$ cat config.mk
export PLATFORM = sky130hd
export DESIGN_NAME = scan_sequencer
export DESIGN_NICKNAME = d
export VERILOG_FILES = /design/src/rtl/scan_sequencer_pkg.sv /design/src/rtl/scan_sequencer_dwell_counter.sv /design/src/rtl/scan_sequencer.sv
export SDC_FILE = /design/constraint.sdc
export NUM_CORES = 1
export LEC_CHECK = 0
export BUFFER_PORTS_ARGS = -buffer_cell sky130_fd_sc_hd__buf_4
export CAP_MARGIN = 20
export CORE_UTILIZATION = 42
export CTS_CLUSTER_DIAMETER = 100
export DETAILED_ROUTE_END_ITERATION = 16
export PLACE_DENSITY = 0.67
export SLEW_MARGIN = 0
export SYNTH_ARGS = -nofsm -noshare
export SYNTH_HDL_FRONTEND = slang
export SYNTH_HIERARCHICAL = 1
export SYNTH_SLANG_ARGS = --single-unit
$ cat constraint.sdc
create_clock -name clk -period 2.31 [get_ports clk]
set_clock_uncertainty 0.15 [all_clocks]
set_input_delay 0.231 -clock clk [delete_from_list [all_inputs] [get_ports clk]]
set_output_delay 0.231 -clock clk [all_outputs]
set_load 0.1 [all_outputs]
$ cat src/rtl/scan_sequencer_pkg.sv
// Shared scan definitions: FSM state encoding and terminal select codes.
package scan_pkg;

  typedef enum logic [1:0] {
    ST_IDLE = 2'd0,
    ST_RUN  = 2'd1,
    ST_DONE = 2'd2
  } scan_state_t;

  localparam logic [2:0] SEL_LO = 3'd0;
  localparam logic [2:0] SEL_HI = 3'd7;

  function automatic logic [2:0] first_sel(input logic descending);
    return descending ? SEL_HI : SEL_LO;
  endfunction

  function automatic logic [2:0] last_sel(input logic descending);
    return descending ? SEL_LO : SEL_HI;
  endfunction

endpackage

$ cat src/rtl/scan_sequencer_dwell_counter.sv
// Dwell counter: clearable up-counter with terminal-count flag against a limit.
module dwell_counter #(
  parameter int W = 8
) (
  input  logic         clk,
  input  logic         rst,
  input  logic         clr,
  input  logic         inc,
  input  logic [W-1:0] limit,
  output logic         tc
);

  logic [W-1:0] count;

  always_ff @(posedge clk or posedge rst) begin
    if (rst)      count <= '0;
    else if (clr) count <= '0;
    else if (inc) count <= count + W'(1);
  end

  assign tc = (count == limit);

endmodule

$ cat src/rtl/scan_sequencer.sv
// Scan sequencer: steps a 3-bit decoder select through 0..7 or 7..0,
// holding each code for a programmable dwell; one-shot or continuous.
module scan_sequencer
  import scan_pkg::*;
#(
  parameter int DWELL_W = 8
) (
  input  logic               clk,
  input  logic               rst,
  input  logic               start,
  input  logic               stop,
  input  logic               dir,
  input  logic               cont,
  input  logic [DWELL_W-1:0] dwell,
  output logic [2:0]         sel,
  output logic               en,
  output logic               busy,
  output logic               done,
  output logic               wrap
);

  scan_state_t        state_q, state_d;
  logic               dir_q, dir_d;
  logic               cont_q, cont_d;
  logic [DWELL_W-1:0] dwell_q, dwell_d;
  logic [2:0]         sel_d;
  logic               en_d, busy_d, done_d, wrap_d;
  logic               cnt_clr, cnt_inc, cnt_tc;

  dwell_counter #(.W(DWELL_W)) u_dwell (
    .clk   (clk),
    .rst   (rst),
    .clr   (cnt_clr),
    .inc   (cnt_inc),
    .limit (dwell_q),
    .tc    (cnt_tc)
  );

  always_ff @(posedge clk or posedge rst) begin
    if (rst) begin
      state_q <= ST_IDLE;
      dir_q   <= 1'b0;
      cont_q  <= 1'b0;
      dwell_q <= '0;
      sel     <= SEL_LO;
      en      <= 1'b0;
      busy    <= 1'b0;
      done    <= 1'b0;
      wrap    <= 1'b0;
    end else begin
      state_q <= state_d;
      dir_q   <= dir_d;
      cont_q  <= cont_d;
      dwell_q <= dwell_d;
      sel     <= sel_d;
      en      <= en_d;
      busy    <= busy_d;
      done    <= done_d;
      wrap    <= wrap_d;
    end
  end

  // Outputs are computed one cycle ahead so every port comes straight off a flop.
  always_comb begin
    state_d = state_q;
    dir_d   = dir_q;
    cont_d  = cont_q;
    dwell_d = dwell_q;
    sel_d   = sel;
    en_d    = en;
    busy_d  = busy;
    done_d  = 1'b0;
    wrap_d  = 1'b0;
    cnt_clr = 1'b0;
    cnt_inc = 1'b0;

    case (state_q)
      ST_IDLE: begin
        en_d   = 1'b0;
        busy_d = 1'b0;
        if (start && !stop) begin
          dir_d   = dir;
          cont_d  = cont;
          dwell_d = dwell;
          sel_d   = first_sel(dir);
          cnt_clr = 1'b1;
          en_d    = 1'b1;
          busy_d  = 1'b1;
          state_d = ST_RUN;
        end
      end
      ST_RUN: begin
        if (stop) begin
          cnt_clr = 1'b1;
          en_d    = 1'b0;
          busy_d  = 1'b0;
          state_d = ST_IDLE;
        end else if (cnt_tc) begin
          cnt_clr = 1'b1;
          if (sel == last_sel(dir_q) && !cont_q) begin
            en_d    = 1'b0;
            done_d  = 1'b1;
            state_d = ST_DONE;
          end else begin
            // Modulo-8 stepping makes the continuous wrap fall out naturally.
            sel_d  = dir_q ? sel - 3'd1 : sel + 3'd1;
            wrap_d = (sel == last_sel(dir_q));
          end
        end else begin
          cnt_inc = 1'b1;
        end
      end
      ST_DONE: begin
        en_d    = 1'b0;
        busy_d  = 1'b0;
        state_d = ST_IDLE;
      end
      default: begin
        en_d    = 1'b0;
        busy_d  = 1'b0;
        cnt_clr = 1'b1;
        state_d = ST_IDLE;
      end
    endcase
  end

endmodule

==> metrics.md <==
| Metric | Value |
|---|---|
| Total clock sinks | `27` |
| Worst-path cell chain | `xnor2_1, nand4_1, nor2_2, nor4_4, nor2_1, o2111ai_2, or3_1, a21oi_1` |
| Global-route wire length before repair | `4640 um` |
| Seq. cell area | `678 um2` |
| Top delay family on crit path | `simple AND/OR/NAND/NOR gates` |
| Clock Path Buffers | `2` |
| F_max | `468 MHz` |
| TritonCTS clock tree | `done` |
| Residual DRC count | `0` |
| Clock Latency Late Sink | `0.31 ns` |
| Maximum vdd ir drop | `436 uV` |
| Power per cell area | `778 nW/um2` |
| Yosys cell types | `38` |
| Hold Slack | `0.143 ns` |
| Syn nets | `142` |
| Max-slew violations | `0` |
| Final ANT Viol Nets | `0` |
| # Post-CTS Setup Buffers | `0` |
| Clk Tree Root Cell | `clkbuf_4` |
| Final #Nets | `180` |
| Core Region | `3100 um2` |
| TritonRoute pass-1 iters | `4` |
| Top post-synthesis cells by area | `dfrtp_1, xnor2_1, mux2_4` |
| CTS HTree Levels | `1` |
| Synth top area share | `0.488` |
| Gr usage total | `0.178` |
| Die area | `3530 um2` |
| Crit. End Element | `flip-flop` |
| Design Power | `1370 uW` |
| Yosys warning total | `6` |
| Yosys reg bits | `27` |
| I/O Buffers | `20` |
| GR Overflow Total | `0` |
| Largest net degree at the start of global routing | `20` |
| Mapped Cells | `125` |
| # diodes | `0` |
| Count leader, synth | `dfrtp_1` |
| CP startpoint kind | `flip-flop` |
| Max-cap check violation count | `0` |
| Die H | `59.4 um` |
| Worst Path Arrival | `2.24 ns` |
| Final Hold Fails | `0` |
| Hold Path Class | `in2reg` |
| Total wire length | `2720 um` |
| Leakage | `0.000780 uW` |
| Initial Util | `0.446` |
| Slowest stage delay, CP | `0.45 ns` |
| Placed Cells incl. Taps | `191` |
| Synthesized cell area | `1390 um2` |
| Initial antenna violation count | `0` |
| Multi-input logic area | `671 um2` |
| Setup CP Type | `reg2reg` |
| Final Critical Period | `2.14 ns` |
| Global placer's final weighted congestion | `0.844` |
| Synth Flop Type | `dfrtp_1` |
| TritonCTS Buffers | `3` |
| CP Max Fanout | `5` |
| Register area share after synthesis | `0.488` |
| Post-detailed-route wirelength per cell | `13.2 um` |
| Post-synth EDFFs | `0` |
| Post-route insts no fill | `206` |
| # rows | `20` |
| Final period util | `0.926` |
| Slowest-stage cell, CP | `dfrtp_1` |
| Fin Setup TNS | `0 ns` |
| Top cells by count, synth | `dfrtp_1, nor2_1, xnor2_1` |
| DR vias | `1035` |
| Drt via density | `5.02` |
| Post-Syn Area per Cell | `11.1 um2` |
| Die Wd | `59.4 um` |
| Fillers | `291` |
| Ys async rst share | `1.00` |
| Critical Path RT | `2.41 ns` |
| Final setup fails | `0` |
| Top Ports | `21` |
| Clock transition at path regs | `0.14 ns` |
| Iter 0 DRT Violations | `21` |
| DP HPWL | `2040 um` |
| Worst Tran Pin Value | `0.702 ns` |
| Area grow syn2layout | `27.5%` |
| WP buf/inv | `0` |
| Layout cell share with drive strength beyond 1 | `0.290` |
| Slew headroom | `0.531` |
| Status | `complete, no violations` |
| Synth area leader | `dfrtp_1` |
| Vias in the first global route | `1072` |
==> placed cells by master, fill, tap and decap left out, types with 3 or more instances in the layout <==
cell type and count:
buf_4 27, nand4_1 4, dlygate4sd3_1 11, mux2_2 5, mux2_4 4, inv_1 6, clkbuf_4 3, nor2_1 10
xor2_1 3, nand3_1 3, nand2_1 5, o21ai_0 4, dfrtp_1 25, xnor2_1 11, a21oi_1 8, or3_1 3
==> report_power, final <==
part | internal, uW | total (uW) | leakage (uW) | switching (uW)
combinational | 217 | 550 | 0.000422 | 332
sequential | 545 | 623 | 0.000343 | 77.3
clock | 67.5 | 202 | 0.0000150 | 134
==> logic make-up (layout without fill, tap and decap cells) <==
kind of cell    after synthesis  in the layout  synth area share
compound gates               19             19            0.0876
xor+xnor                     14             14            0.0885
fa+ha+maj                     3              3            0.0325
buf+inv                      11             48            0.0406
flops                        27             27             0.488
mux                          12             12             0.107
simple gates                 39             39             0.155
==> per-layer routing <==
| layer | vias to the layer above | track usage | routed length (um) |
|---|---|---|---|
| met2 | 14 | 0.315 | 1410 |
| met4 | 0 | 0.0816 | 24 |
| met1 | 515 | 0.212 | 1230 |
| met3 | 2 | 0.0240 | 54 |
| li1 | 504 | - | - |
| met5 | - | 0 | 0 |
==> flip-flops by register name (all words and copies together), names as in the netlist <==
register,flops
dwell_q,8
u_dwell/count,8
sel,3
state_q,2
busy,1
cont_q,1
dir_q,1
done,1
en,1
wrap,1
==> stage by stage <==
stage               utilization  area (um2)  worst slack [ns]
floorplan                     -        1390            0.0863
global placement          0.519        1610             0.199
detailed placement        0.519        1610             0.102
CTS                       0.563        1750            0.0667
global route              0.569        1770          -0.00327
finish                    0.569        1770             0.172
==> final cells by class <==
type / instances / share of cell area
multi-input cells: 87 / 0.380
well taps: 44 / 0.0312
inverters: 6 / 0.0128
repair buffers: 38 / 0.177
clock buffers: 4 / 0.0149
flip-flops and latches: 27 / 0.384
==> timing repair <==
item,CTS,global route
hold buffers,11,0
endpoints found under the hold margin,38,0
gates resized for setup,0,3
setup endpoints to repair,0,2
==> final timing paths <==
| path | from | to | slack, ns | cells after the start |
|---|---|---|---|---|
| min in group asynchronous | rst | u_dwell/count[0] | 0.25 | 3 |
| max in group asynchronous | rst | sel[1] | 1.11 | 3 |
| min reg2reg | busy | busy | 0.35 | 1 |
| min | stop | state_q[1] | 0.14 | 4 |
| max reg2reg | u_dwell/count[5] | u_dwell/count[5] | 0.17 | 8 |
| max | u_dwell/count[5] | u_dwell/count[5] | 0.17 | 8 |
==> worst min-delay path, cell delays in order <==
cell and delay [ns]:
buf_4 0.12, nor3_1 0.10, nand2_1 0.09, nor2_1 0.04
No activity file was read; power rests on OpenSTA's default activity.
